`src/rtl/gb_intctl_if.sv`:
```
// ----------------------------------------------------------------------------
// gb_intctl_if
//   Bus/handshake bundle between the CPU side (master) and the interrupt
//   controller (slave).
//   Signals:
//     sel_if, sel_ie  decoded register selects (IF at 0xff0f, IE at 0xffff)
//     wr              one-cycle write strobe for the selected register
//     din / dout      write data / combinational read data
//     irq_in[4:0]     peripheral requests (vblank, stat, timer, serial, joypad)
//     int_pend        |(IE & IF), used for HALT wake
//     int_ack         CPU starts dispatch
//     int_take        CPU fetches the vector
//     int_vec         vector low byte
//     int_busy        controller waiting for int_take
// ----------------------------------------------------------------------------
interface gb_intctl_if;
    logic       sel_if;
    logic       sel_ie;
    logic       wr;
    logic [7:0] din;
    logic [7:0] dout;
    logic [4:0] irq_in;
    logic       int_pend;
    logic       int_ack;
    logic       int_take;
    logic [7:0] int_vec;
    logic       int_busy;

    modport master (
        output sel_if, sel_ie, wr, din, irq_in, int_ack, int_take,
        input  dout, int_pend, int_vec, int_busy
    );

    modport slave (
        input  sel_if, sel_ie, wr, din, irq_in, int_ack, int_take,
        output dout, int_pend, int_vec, int_busy
    );
endinterface

```
`src/rtl/gb_intctl.sv`:
```
// ----------------------------------------------------------------------------
// gb_intctl
//   Interrupt controller behind the IF (0xff0f) and IE (0xffff) registers.
//   Latches peripheral requests into IF, holds the enable mask in IE, flags
//   pending work to the CPU, and runs the two-step dispatch handshake
//   (int_ack, then int_take) that returns the winning vector low byte and
//   clears the winner's IF bit.
//
//   Ports:
//     clk      system clock, rising edge
//     reset_n  asynchronous active-low reset
//     bus      gb_intctl_if.slave (selects, write strobe/data, read data,
//              requests, pending flag, dispatch handshake, vector, busy)
//
//   Build option:
//     GB_INTCTL_EDGE_DETECT_EN  when defined, requests are registered and only
//                               a 0->1 rise sets IF (2-cycle request latency);
//                               otherwise each high cycle of irq_in sets IF.
// ----------------------------------------------------------------------------
module gb_intctl #(
    parameter int NSRC = 5
) (
    input  logic       clk,
    input  logic       reset_n,
    gb_intctl_if.slave bus
);

    typedef enum logic {
        ST_IDLE = 1'b0,
        ST_WAIT = 1'b1
    } state_t;

    state_t            state_q;
    state_t            state_d;
    logic [NSRC-1:0]   if_q;
    logic [NSRC-1:0]   if_d;
    logic [7:0]        ie_q;
    logic [7:0]        vec_q;
    logic [7:0]        vec_d;

    logic [NSRC-1:0]   set;
    logic [NSRC-1:0]   clr;
    logic [NSRC-1:0]   pend;
    logic [NSRC-1:0]   win_onehot;
    logic [7:0]        win_vec;
    logic              if_wr;
    logic              ie_wr;

    assign if_wr = bus.wr & bus.sel_if;
    assign ie_wr = bus.wr & bus.sel_ie;

    // ------------------------------------------------------------------------
    // Request capture
    // ------------------------------------------------------------------------
`ifdef GB_INTCTL_EDGE_DETECT_EN
    logic [NSRC-1:0] irq_q;
    logic [NSRC-1:0] rise_q;

    // The rise is registered so a held-high request sets IF exactly once,
    // two cycles after irq_in goes high.
    always_ff @(posedge clk or negedge reset_n) begin
        if (!reset_n) begin
            irq_q  <= '0;
            rise_q <= '0;
        end else begin
            irq_q  <= bus.irq_in;
            rise_q <= bus.irq_in & ~irq_q;
        end
    end

    assign set = rise_q;
`else
    // Sources deliver one-cycle strobes; a held level re-sets IF every cycle.
    assign set = bus.irq_in;
`endif

    // ------------------------------------------------------------------------
    // Arbitration: lowest set bit of IE & IF wins. Not frozen at int_ack, so
    // a change to IE or IF during WAIT changes the outcome at int_take.
    // ------------------------------------------------------------------------
    assign pend       = ie_q[NSRC-1:0] & if_q;
    assign win_onehot = pend & (~pend + 1'b1);

    always_comb begin
        win_vec = 8'h00;
        // Descending scan so the lowest pending bit is the last to assign.
        for (int i = NSRC - 1; i >= 0; i--) begin
            if (pend[i]) begin
                win_vec = 8'(8'h40 + 8 * i);
            end
        end
    end

    // ------------------------------------------------------------------------
    // Dispatch FSM, next-state and datapath
    // ------------------------------------------------------------------------
    always_comb begin
        // NOTE: every signal gets a default first so no path leaves it
        // unassigned, which would otherwise infer a latch.
        state_d = state_q;
        vec_d   = vec_q;
        clr     = '0;

        unique case (state_q)
            ST_IDLE: begin
                // int_take without a preceding int_ack is ignored here.
                if (bus.int_ack) begin
                    state_d = ST_WAIT;
                end
            end
            ST_WAIT: begin
                // A second int_ack while waiting is ignored.
                if (bus.int_take) begin
                    vec_d   = win_vec;
                    clr     = win_onehot;
                    state_d = ST_IDLE;
                end
            end
            default: state_d = ST_IDLE;
        endcase

        // A CPU write to IF overrides the dispatch clear; a hardware set
        // always wins over both.
        if (if_wr) begin
            if_d = bus.din[NSRC-1:0] | set;
        end else begin
            if_d = (if_q & ~clr) | set;
        end
    end

    // ------------------------------------------------------------------------
    // State registers
    // ------------------------------------------------------------------------
    // NOTE: sequential state uses non-blocking assignments so every register
    // samples the values from before the edge, regardless of block order.
    always_ff @(posedge clk or negedge reset_n) begin
        if (!reset_n) begin
            state_q <= ST_IDLE;
            if_q    <= '0;
            ie_q    <= 8'h00;
            vec_q   <= 8'h00;
        end else begin
            state_q <= state_d;
            if_q    <= if_d;
            vec_q   <= vec_d;
            if (ie_wr) begin
                ie_q <= bus.din;
            end
        end
    end

    // ------------------------------------------------------------------------
    // Outputs
    // ------------------------------------------------------------------------
    always_comb begin
        bus.dout = 8'h00;
        if (bus.sel_if) begin
            // Unimplemented upper IF bits read as 1.
            bus.dout = {{(8 - NSRC){1'b1}}, if_q};
        end else if (bus.sel_ie) begin
            bus.dout = ie_q;
        end
    end

    assign bus.int_pend = |pend;
    assign bus.int_vec  = vec_q;
    assign bus.int_busy = (state_q == ST_WAIT);

endmodule

```
`src/flat_wrapper.sv`:
```
// flat-port wrapper written by rule: the top's interface ports become plain ports
module gb_intctl_flat 
#(
    parameter int NSRC = 5
)
  (clk, reset_n, bus_sel_if, bus_sel_ie, bus_wr, bus_din, bus_irq_in, bus_int_ack, bus_int_take, bus_dout, bus_int_pend, bus_int_vec, bus_int_busy);
  gb_intctl_if bus_i ();
  input  logic clk;
  input  logic reset_n;
  input wire logic [$bits(bus_i.sel_if)-1:0] bus_sel_if;
  input wire logic [$bits(bus_i.sel_ie)-1:0] bus_sel_ie;
  input wire logic [$bits(bus_i.wr)-1:0] bus_wr;
  input wire logic [$bits(bus_i.din)-1:0] bus_din;
  input wire logic [$bits(bus_i.irq_in)-1:0] bus_irq_in;
  input wire logic [$bits(bus_i.int_ack)-1:0] bus_int_ack;
  input wire logic [$bits(bus_i.int_take)-1:0] bus_int_take;
  output wire logic [$bits(bus_i.dout)-1:0] bus_dout;
  output wire logic [$bits(bus_i.int_pend)-1:0] bus_int_pend;
  output wire logic [$bits(bus_i.int_vec)-1:0] bus_int_vec;
  output wire logic [$bits(bus_i.int_busy)-1:0] bus_int_busy;
  assign bus_i.sel_if = bus_sel_if;
  assign bus_i.sel_ie = bus_sel_ie;
  assign bus_i.wr = bus_wr;
  assign bus_i.din = bus_din;
  assign bus_i.irq_in = bus_irq_in;
  assign bus_i.int_ack = bus_int_ack;
  assign bus_i.int_take = bus_int_take;
  assign bus_dout = bus_i.dout;
  assign bus_int_pend = bus_i.int_pend;
  assign bus_int_vec = bus_i.int_vec;
  assign bus_int_busy = bus_i.int_busy;
  gb_intctl #(.NSRC(NSRC)) u_core (.clk(clk), .reset_n(reset_n), .bus(bus_i));
endmodule
```
`config.mk`:
```
export PLATFORM = sky130hd
export DESIGN_NAME = gb_intctl_flat
export DESIGN_NICKNAME = d
export VERILOG_FILES = /design/src/rtl/gb_intctl_if.sv /design/src/rtl/gb_intctl.sv /design/src/flat_wrapper.sv
export SDC_FILE = /design/constraint.sdc
export NUM_CORES = 1
export LEC_CHECK = 0
export CAP_MARGIN = 20
export CELL_PAD_IN_SITES_DETAIL_PLACEMENT = 0
export CELL_PAD_IN_SITES_GLOBAL_PLACEMENT = 2
export CORE_MARGIN = 1.5
export CORE_UTILIZATION = 24
export DETAILED_ROUTE_END_ITERATION = 12
export MAX_ROUTING_LAYER = met4
export PLACE_DENSITY = 0.85
export SYNTH_ARGS = -nofsm -noshare
export SYNTH_HDL_FRONTEND = slang
export SYNTH_SLANG_ARGS = --single-unit
```
`constraint.sdc`:
```
create_clock -name clk -period 1.4 [get_ports clk]
set_input_delay 0.14 -clock clk [delete_from_list [all_inputs] [get_ports clk]]
set_output_delay 0.14 -clock clk [all_outputs]
set_load 0.02 [all_outputs]
```
== Yosys cells after proc, flatten, opt, wreduce, memory -nomap -nowiden ==
Index checks and enable logic that the tools add are counted.

* Bitwise logic cells: 10
* Equal/unequal tests: 0
* Order comparisons: 0
* Shifts and indexed selects: 0
* Div/mod/pow operators: 0
* Add/subtract/negate cells: 1
* $mul: 0
* Reductions and logical operators: 2
* Mux-type cells: 13

{| class="wikitable"
|+ Operators with widths
! kind !! number
|-
| $mux 8 || 6
|-
| $and 5x5->5 || 3
|-
| $mux 5 || 3
|-
| $not 5->5 || 2
|-
| $or 5x5->5 || 2
|-
| $mux 7 || 1
|-
| $add 5x1->5 const B || 1
|-
| $reduce_or 5->1 || 1
|-
| $and 1x1->1 || 2
|-
| $mux 1 || 2
|-
| $pmux 1 s2 || 1
|-
| $reduce_and 2->1 || 1
|-
| $not 1->1 || 1
|}

* Memory bits (read-only): 0
* Register bits after elaboration: 22
* Output and inout port bits: 18
* Bits in writable memories: 0
* Input bits: 20
* Logic and storage cells: 30
* Memories kept: 0
* Latch bits: 0

== Longest topological paths before layout ==
Gate-level depths: netlist (run 1).

* Word-level depth: 10
* Depth in mapped cells: 4
* Gate-level depth less buffers: 4

== Least setup slack after synthesis (run 1) ==
Ideal clock, no wire load.

* Kind: flip-flop to flip-flop
* From: reg u_core.ie_q[2]
* To: reg u_core.vec_q[6], in the netlist u_core.bus.int_vec[6]
* Arrival: 1224 ps
* Period minus slack after synthesis: 1349 ps
* Stages on the path, launching flop included: 5
* Data required time: 1275 ps
* Path slack: 51 ps
* Cell sequence: dfrtp_1 a22oi_2 nand3_2 a21o_1 mux2_2

* Word-level cells in the longest chain between the ends: 4

{| class="wikitable"
|+ RTL lines
! item !! RTL line !! RTL
|-
| start, declared || gb_intctl.sv:37 || <nowiki>logic [7:0] ie_q;</nowiki>
|-
| start signal, assigned || gb_intctl.sv:147 || <nowiki>ie_q <= bus.din;</nowiki>
|-
| $and 5x5->5 || gb_intctl.sv:81 || <nowiki>assign pend = ie_q[NSRC-1:0] & if_q;</nowiki>
|-
| $mux 8 (3 in a row) || gb_intctl.sv:88 || <nowiki>if (pend[i]) begin</nowiki>
|-
| end signal, assigned || gb_intctl.sv:145 || <nowiki>vec_q <= vec_d;</nowiki>
|-
| end, declared || gb_intctl.sv:38 || <nowiki>logic [7:0] vec_q;</nowiki>
|}

Every way passes these cells.
A chain may end at the register's enable or synchronous reset.

== Final worst setup path (run 1) ==
* From: reg u_core.if_q[2]
* To: out bus_int_pend

* Word-level cells in the longest chain between the ends: 2

{| class="wikitable"
|+ RTL lines
! item !! RTL line !! RTL
|-
| start, declared || gb_intctl.sv:35 || <nowiki>logic [NSRC-1:0] if_q;</nowiki>
|-
| start signal, assigned || gb_intctl.sv:144 || <nowiki>if_q <= if_d;</nowiki>
|-
| $and 5x5->5 || gb_intctl.sv:81 ||
|-
| $reduce_or 5->1 || gb_intctl.sv:165 || <nowiki>assign bus.int_pend = |pend;</nowiki>
|-
| end, declared || flat_wrapper.sv:18 || <nowiki>output wire logic [$bits(bus_i.int_pend)-1:0] bus_int_pend;</nowiki>
|}

Every way passes these cells.

==> run_results.csv, run 1 <==
group,metric,value,unit
sta,fin_skew,0.001402,ns
yosys,synth-edff-count,0,
floorplanning,core,3661,um2
worst_setup_path,path_buf_inv,1,
floorplanning,ioPinCount,38,
worst_setup_path,r2r-end,"u_core.if_q[4]",
worst_setup_path,r2r_slack,0.07,ns
route,drt_iter0_drc,32,
flow_run,drv_cap,0,
place,pre_cts_slack,-0.4693,ns
worst_setup_path,cp_max_fo,2,
worst_setup_path,cp.required,1.26,ns
worst_setup_path,crit_slowest_cell,"dfrtp_1",
yosys,yosys-top-cells-area,"dfrtp_1 49%, nand2_1 8.6%, mux2_2 7.4%",
yosys,yosysUniqueCellTypes,23,
worst_setup_path,critical_path_class,"reg2out",
floorplanning,initial_core_util,24.95,%
worst_setup_path,worstSetupStartpointType,"flip-flop",
route,wirelength,2584,um
layout,final_common_cell,"buf_4",
worst_setup_path,reg2reg_depth,7,
power_and_ir_drop,p_per_area,1041,nW/um2
global_route,use_met3,2.604,%
layout,layout.nets,168,
sta,finalCriticalPeriod,1.437,ns
sta,maxClockFrequency,0.6961,GHz
clock_tree,ctsHoldBuffers,0,
yosys,yosys_warnings,0,
sta,setup-violations-final,1,
global_route,grt-busiest-layer,"met2",
worst_setup_path,reg2reg_from,"u_core.if_q[2]",
place,dp_hpwl,1988,um
yosys,synthCells,91,
yosys,synthArstFlopShare,100.0,%
yosys,syn_area_per_cell,10.04,um2
yosys,ys_seq_elements,18,
sta,rsz0062_at_grt,"true",
global_route,use_met2,23.44,%
place,place.gp.congestion,0.8473,
clock_tree,max-clock-path-buffers,2,
clock_tree,root_buffer,"clkbuf_8",
sta,setup_ws,-0.03658,ns
global_route,grt_pass1_vias,894,
place,portBuffers,33,
outcome,violations,"negative setup slack",
worst_setup_path,worstPathArrival,1.30,ns
floorplanning,die_w,64.69,um
global_route,grt_max_degree,19,
clock_tree,worstSkewPairLatency,0.24,ns
layout,area_delta_synth_final,59.73,%
power_and_ir_drop,ir_drop,0.2700,mV
power_and_ir_drop,p_total,1519,uW
global_route,use_met1,15.09,%
route,drtPass1Iterations,4,
power_and_ir_drop,seqPwrFrac,42.4,%
clock_tree,cts_tree,"done",
floorplanning,die_h,64.69,um
route,vias,884,
route,wire_per_inst,13.32,um
global_route,antenna_found_initial,0,
clock_tree,clock_sinks,18,
route,drc_errors,0,
yosys,ys_seq_area_share,49.32,%
power_and_ir_drop,switching_power,460.0,uW
sta,drv_slew,0,
hold_path,hold_path_class,"in2async",
layout,final_util,39.85,%
route,final_antenna_net_count,0,
yosys,yosysTopAreaCellShare,49.32,%
global_route,grt_pass1_wl,4091,um
layout,fillers,360,
worst_setup_path,cp_top_family,"compound AO/OA/AOI/OAI gates",
worst_setup_path,critPathCaptureType,"output port",
global_route,grt_usage,12.99,%
power_and_ir_drop,p_leak,0.0006728,uW
worst_setup_path,crit_path_cell_trace,"a22oi_2, nand3_2, a21o_1, buf_6",
worst_setup_path,setup.worst_path.start,"u_core.if_q[2]",
clock_tree,cts_buffers,3,
sta,hold_viol,0,
worst_setup_path,critical_path.max_stage_delay,0.39,ns
layout,drive_gt1_share,30.82,%
layout,antennaDiodeCount,0,
floorplanning,fp-row-count,22,
power_and_ir_drop,internal_power,1059,uW
power_and_ir_drop,p_sw_share,30.29,%
clock_tree,cts_max_level,1,
power_and_ir_drop,clockPowerShare,23.1,%
floorplanning,die_area,4185,um2
layout,most-common-layout-cells,"22 x buf_4, 21 x nand2_1, 21 x clkdlybuf4s50_1",
sta,finalCritPeriodShare,102.6,%
outcome,status,"complete, but fails checks",
global_route,gr-total-overflow,0,
yosys,ys.flop_type,"dfrtp_1",
power_and_ir_drop,power_frac_comb,34.4,%
clock_tree,path_clk_slew,0.07,ns
yosys,yosysTopAreaCell,"dfrtp_1",
route,vias_per_cell,4.557,
yosys,netlist_area,913.4,um2
==> stage by stage <==
step | instance area (um2) | std cells | TNS, ns | hold slack, ns
after floorplan | 924.6 | 94 | 0 | -0.1556
after global placement | 1409 | 186 | -3.229 | 0.4627
after detailed placement | 1409 | 186 | -3.368 | 0.4767
after CTS | 1458 | 192 | -0.05335 | 0.2373
after global routing | 1459 | 194 | -0.1061 | 0.2401
final | 1459 | 194 | -0.03658 | 0.2336
==> cells in the mapped netlist (all sizes together) (2+ instances only) <==
cell    count
o211ai      3
a21o        5
inv         2
nand2      21
nand3       5
o21ai       4
dfrtp      18
nand4       3
mux2        9
a31oi       5
buf         7
a22o        2
==> registers in the layout, summed over array words and instances (netlist names) <==
name                 flops
u_core.bus.int_busy      1
u_core.bus.int_vec       4
u_core.ie_q              8
u_core.if_q              5
==> how the worst max path moves through the flow <==
stage | endpoint | slack [ns] | depth (start not counted)
after floorplan | u_core.bus.int_vec[6] | 0.05 | 4
after global placement | bus_dout[4] | -0.44 | 4
after detailed placement | bus_dout[4] | -0.47 | 4
after CTS | bus_dout[3] | -0.03 | 5
after global routing | bus_int_pend | -0.11 | 4
final | bus_int_pend | -0.04 | 4
==> cell type report <==
| cell class | instances | area [um2] | share of cell area (%) |
|---|---|---|---|
| inverters | 2 | 7.507 | 0.5146 |
| repair buffers | 57 | 479.2 | 32.85 |
| flip-flops and latches | 18 | 450.4 | 30.87 |
| multi-input cells | 66 | 420.4 | 28.82 |
| well taps | 48 | 60.06 | 4.117 |
| clock buffers | 3 | 41.29 | 2.830 |
==> what timing repair did <==
item | CTS | global route
setup endpoints to repair | 10 | 5
cloned | 0 | 1
resized for setup | 38 | 7
buffers inserted | 3 | 1
pin swaps | 2 | 0
==> power groups by stage <==
stage	sequential, uW	clock (uW)	combinational [uW]
floorplan	680	0	212
global placement	650	0	510
detailed placement	655	0	518
CTS	644	367	525
global route	654	398	566
finish	644	351	523
==> cell families after synthesis <==
family | after synthesis | synth area share, %
AOI/OAI and AO/OA | 22 | 17.26
buffers and inverters | 10 | 6.164
DFF | 18 | 49.31
muxes | 10 | 12.19
other | 1 | 0.4106
and+or+nand+nor | 30 | 14.66
==> per-layer routing <==
metal	wire, um	share of wire (%)
met1	1141	44
met2	1348	52
met3	84	3.3
met4	10	0.39
met5	0	0
(Power assumes the default switching activity.)
==> run 2: changes to the inputs <==
CORE_ASPECT_RATIO = 0.5   (was default)
GPL_ROUTABILITY_DRIVEN = 0   (was default)
GPL_TIMING_DRIVEN = 1   (was default)
==> run 2 against run 1 <==
  * Wire length is 4.0% lower
  * Non-clock buffer count is 4 higher
  * Largest power group unchanged
  * Design area is 4.3% higher
  * The run still ends with negative setup slack left
  * Critical path depth stayed put
  * Total power is 6.4% higher
  * Sequential share of layout area is 1.3 points lower
  * Clock skew is 0.0056 ns higher
==> run_results.csv, run 2 (synthesis gave the netlist of run 1 again) <==
group,metric,value,unit
outcome,status,"complete, but fails checks",
outcome,violations,"negative setup slack",
clock_tree,cts_tree,"done",
worst_setup_path,r2r_slack,0.01,ns
sta,finalCritPeriodShare,105.6,%
hold_path,hold_path_class,"in2async",
sta,hold_viol,0,
floorplanning,die_h,46.62,um
sta,fin_skew,0.007048,ns
layout,area_delta_synth_final,66.58,%
layout,largest_reg_flops,8,
route,drc_errors,0,
layout,drive_gt1_share,32.45,%
clock_tree,cts_max_level,1,
worst_setup_path,crit_slowest_cell,"dfrtp_1",
global_route,use_met1,13.33,%
floorplanning,die_w,90.25,um
worst_setup_path,crit_path_cell_trace,"a22oi_2, nand3_2, a21o_1, buf_6",
place,pre_cts_slack,-0.4328,ns
power_and_ir_drop,ir_drop,0.2863,mV
place,postPlaceCellArea,1450,um2
clock_tree,root_buffer,"clkbuf_8",
worst_setup_path,worstPathArrival,1.34,ns
power_and_ir_drop,p_per_area,1062,nW/um2
layout,antennaDiodeCount,0,
route,drt_iter0_drc,27,
worst_setup_path,setup.worst_path.start,"u_core.if_q[2]",
flow_run,drv_cap,0,
layout,fillers,358,
worst_setup_path,critPathCaptureType,"output port",
floorplanning,initial_core_util,25.89,%
clock_tree,worstSkewPairLatency,0.26,ns
layout,final_common_cell,"buf_4",
worst_setup_path,r2r-end,"u_core.bus.int_vec[5]",
sta,drv_slew,0,
route,drtPass1Iterations,5,
route,vias_per_cell,4.312,
global_route,gr-total-overflow,0,
power_and_ir_drop,p_leak,0.0007049,uW
layout,most-common-layout-cells,"28 x buf_4, 21 x nand2_1, 21 x clkdlybuf4s50_1",
layout,regMostFlops,"u_core.ie_q",
global_route,grt_usage,13.26,%
floorplanning,die_area,4207,um2
worst_setup_path,cp_top_family,"compound AO/OA/AOI/OAI gates",
worst_setup_path,critical_path.max_stage_delay,0.39,ns
place,dp_hpwl,1908,um
sta,maxClockFrequency,0.6766,GHz
route,wire_per_inst,12.28,um
clock_tree,path_clk_slew,0.07,ns
sta,setup-violations-final,1,
floorplanning,fp-row-count,15,
global_route,use_met3,4.125,%
layout,final_area,1521,um2
global_route,grt-busiest-layer,"met2",
worst_setup_path,path_buf_inv,1,
route,final_antenna_net_count,0,
clock_tree,max-clock-path-buffers,2,
sta,worst_hold_slack,0.2084,ns
global_route,grt_pass1_vias,882,
global_route,grt_max_degree,19,
clock_tree,clock_sinks,18,
sta,rsz0062_at_grt,"true",
route,wirelength,2481,um
sta,setup-tns-final,-0.07803,ns
floorplanning,ioPinCount,38,
global_route,antenna_found_initial,0,
worst_setup_path,cp_max_fo,2,
route,vias,871,
global_route,grt_pass1_wl,3995,um
sta,finalCriticalPeriod,1.478,ns
worst_setup_path,reg2reg_from,"u_core.if_q[2]",
clock_tree,cts_buffers,3,
worst_setup_path,reg2reg_depth,7,
layout,layout.nets,172,
worst_setup_path,worstSetupStartpointType,"flip-flop",
layout,multiInputGateArea,429.2,um2
global_route,use_met2,25.45,%
floorplanning,core,3528,um2
place,portBuffers,33,
worst_setup_path,critical_path_class,"reg2out",
sta,setup_ws,-0.07803,ns
worst_setup_path,cp.required,1.26,ns
layout,regArea,450.4,um2
run 2: worst max path at each step:
stage          cells past startpoint  slack [ns]                     to
6_report                           4       -0.08           bus_int_pend
5_1_grt                            4       -0.16           bus_int_pend
4_1_cts                            4       -0.07           bus_int_pend
3_5_place_dp                       4       -0.43            bus_dout[2]
3_3_place_gp                       4       -0.42            bus_dout[2]
2_1_floorplan                      4        0.05  u_core.bus.int_vec[6]
run 2: repair_timing:
item,in CTS,in global routing
setup endpoints to repair,10,8
hold buffers,0,0
pin swaps,3,0
buffers inserted,4,0
resized for setup,35,4
hold endpoints to repair,0,0
run 2: layout make-up:
class,instances,share of cell area [%]
inverter,2,0.4934
sequential,18,29.61
multi-input combinational,66,28.21
clock buffer,4,3.618
timing repair buffer,61,33.88
tap,51,4.194
run 2: metal layers:
layer / vias up / wire length (um)
li1: 439 / -
met1: 416 / 1068
met2: 16 / 1323
met3: 0 / 89
met4: 0 / 0
met5: - / 0
run 2: stage by stage:
| stage | cells | utilization, % | total power, uW |
|---|---|---|---|
| floorplan | 94 | - | 892.7 |
| global placement | 194 | 41.10 | 1183 |
| detailed placement | 194 | 41.10 | 1191 |
| CTS | 202 | 43.33 | 1633 |
| global route | 202 | 43.12 | 1699 |
| finish | 202 | 43.12 | 1615 |
run 2: worst register-to-register path: stages (launching register included):
cell and delay, ns:
dfrtp_1 0.39, a22oi_2 0.25, nand3_2 0.11, buf_4 0.15
buf_4 0.12, buf_4 0.12, buf_4 0.12, o21ai_2 0.09
run 2: where the power goes:
group	internal (uW)	switching, uW	total [uW]
registers	591	50.4	641
clock network	250	181	431
logic	293	250	543
total	1130	481	1620
==> run 3: changes to the inputs <==
CTS_CLUSTER_SIZE = 14   (was default)
==> results of run 3 <==
The final DEF is identical to that of run 2; final timing and power are the same.
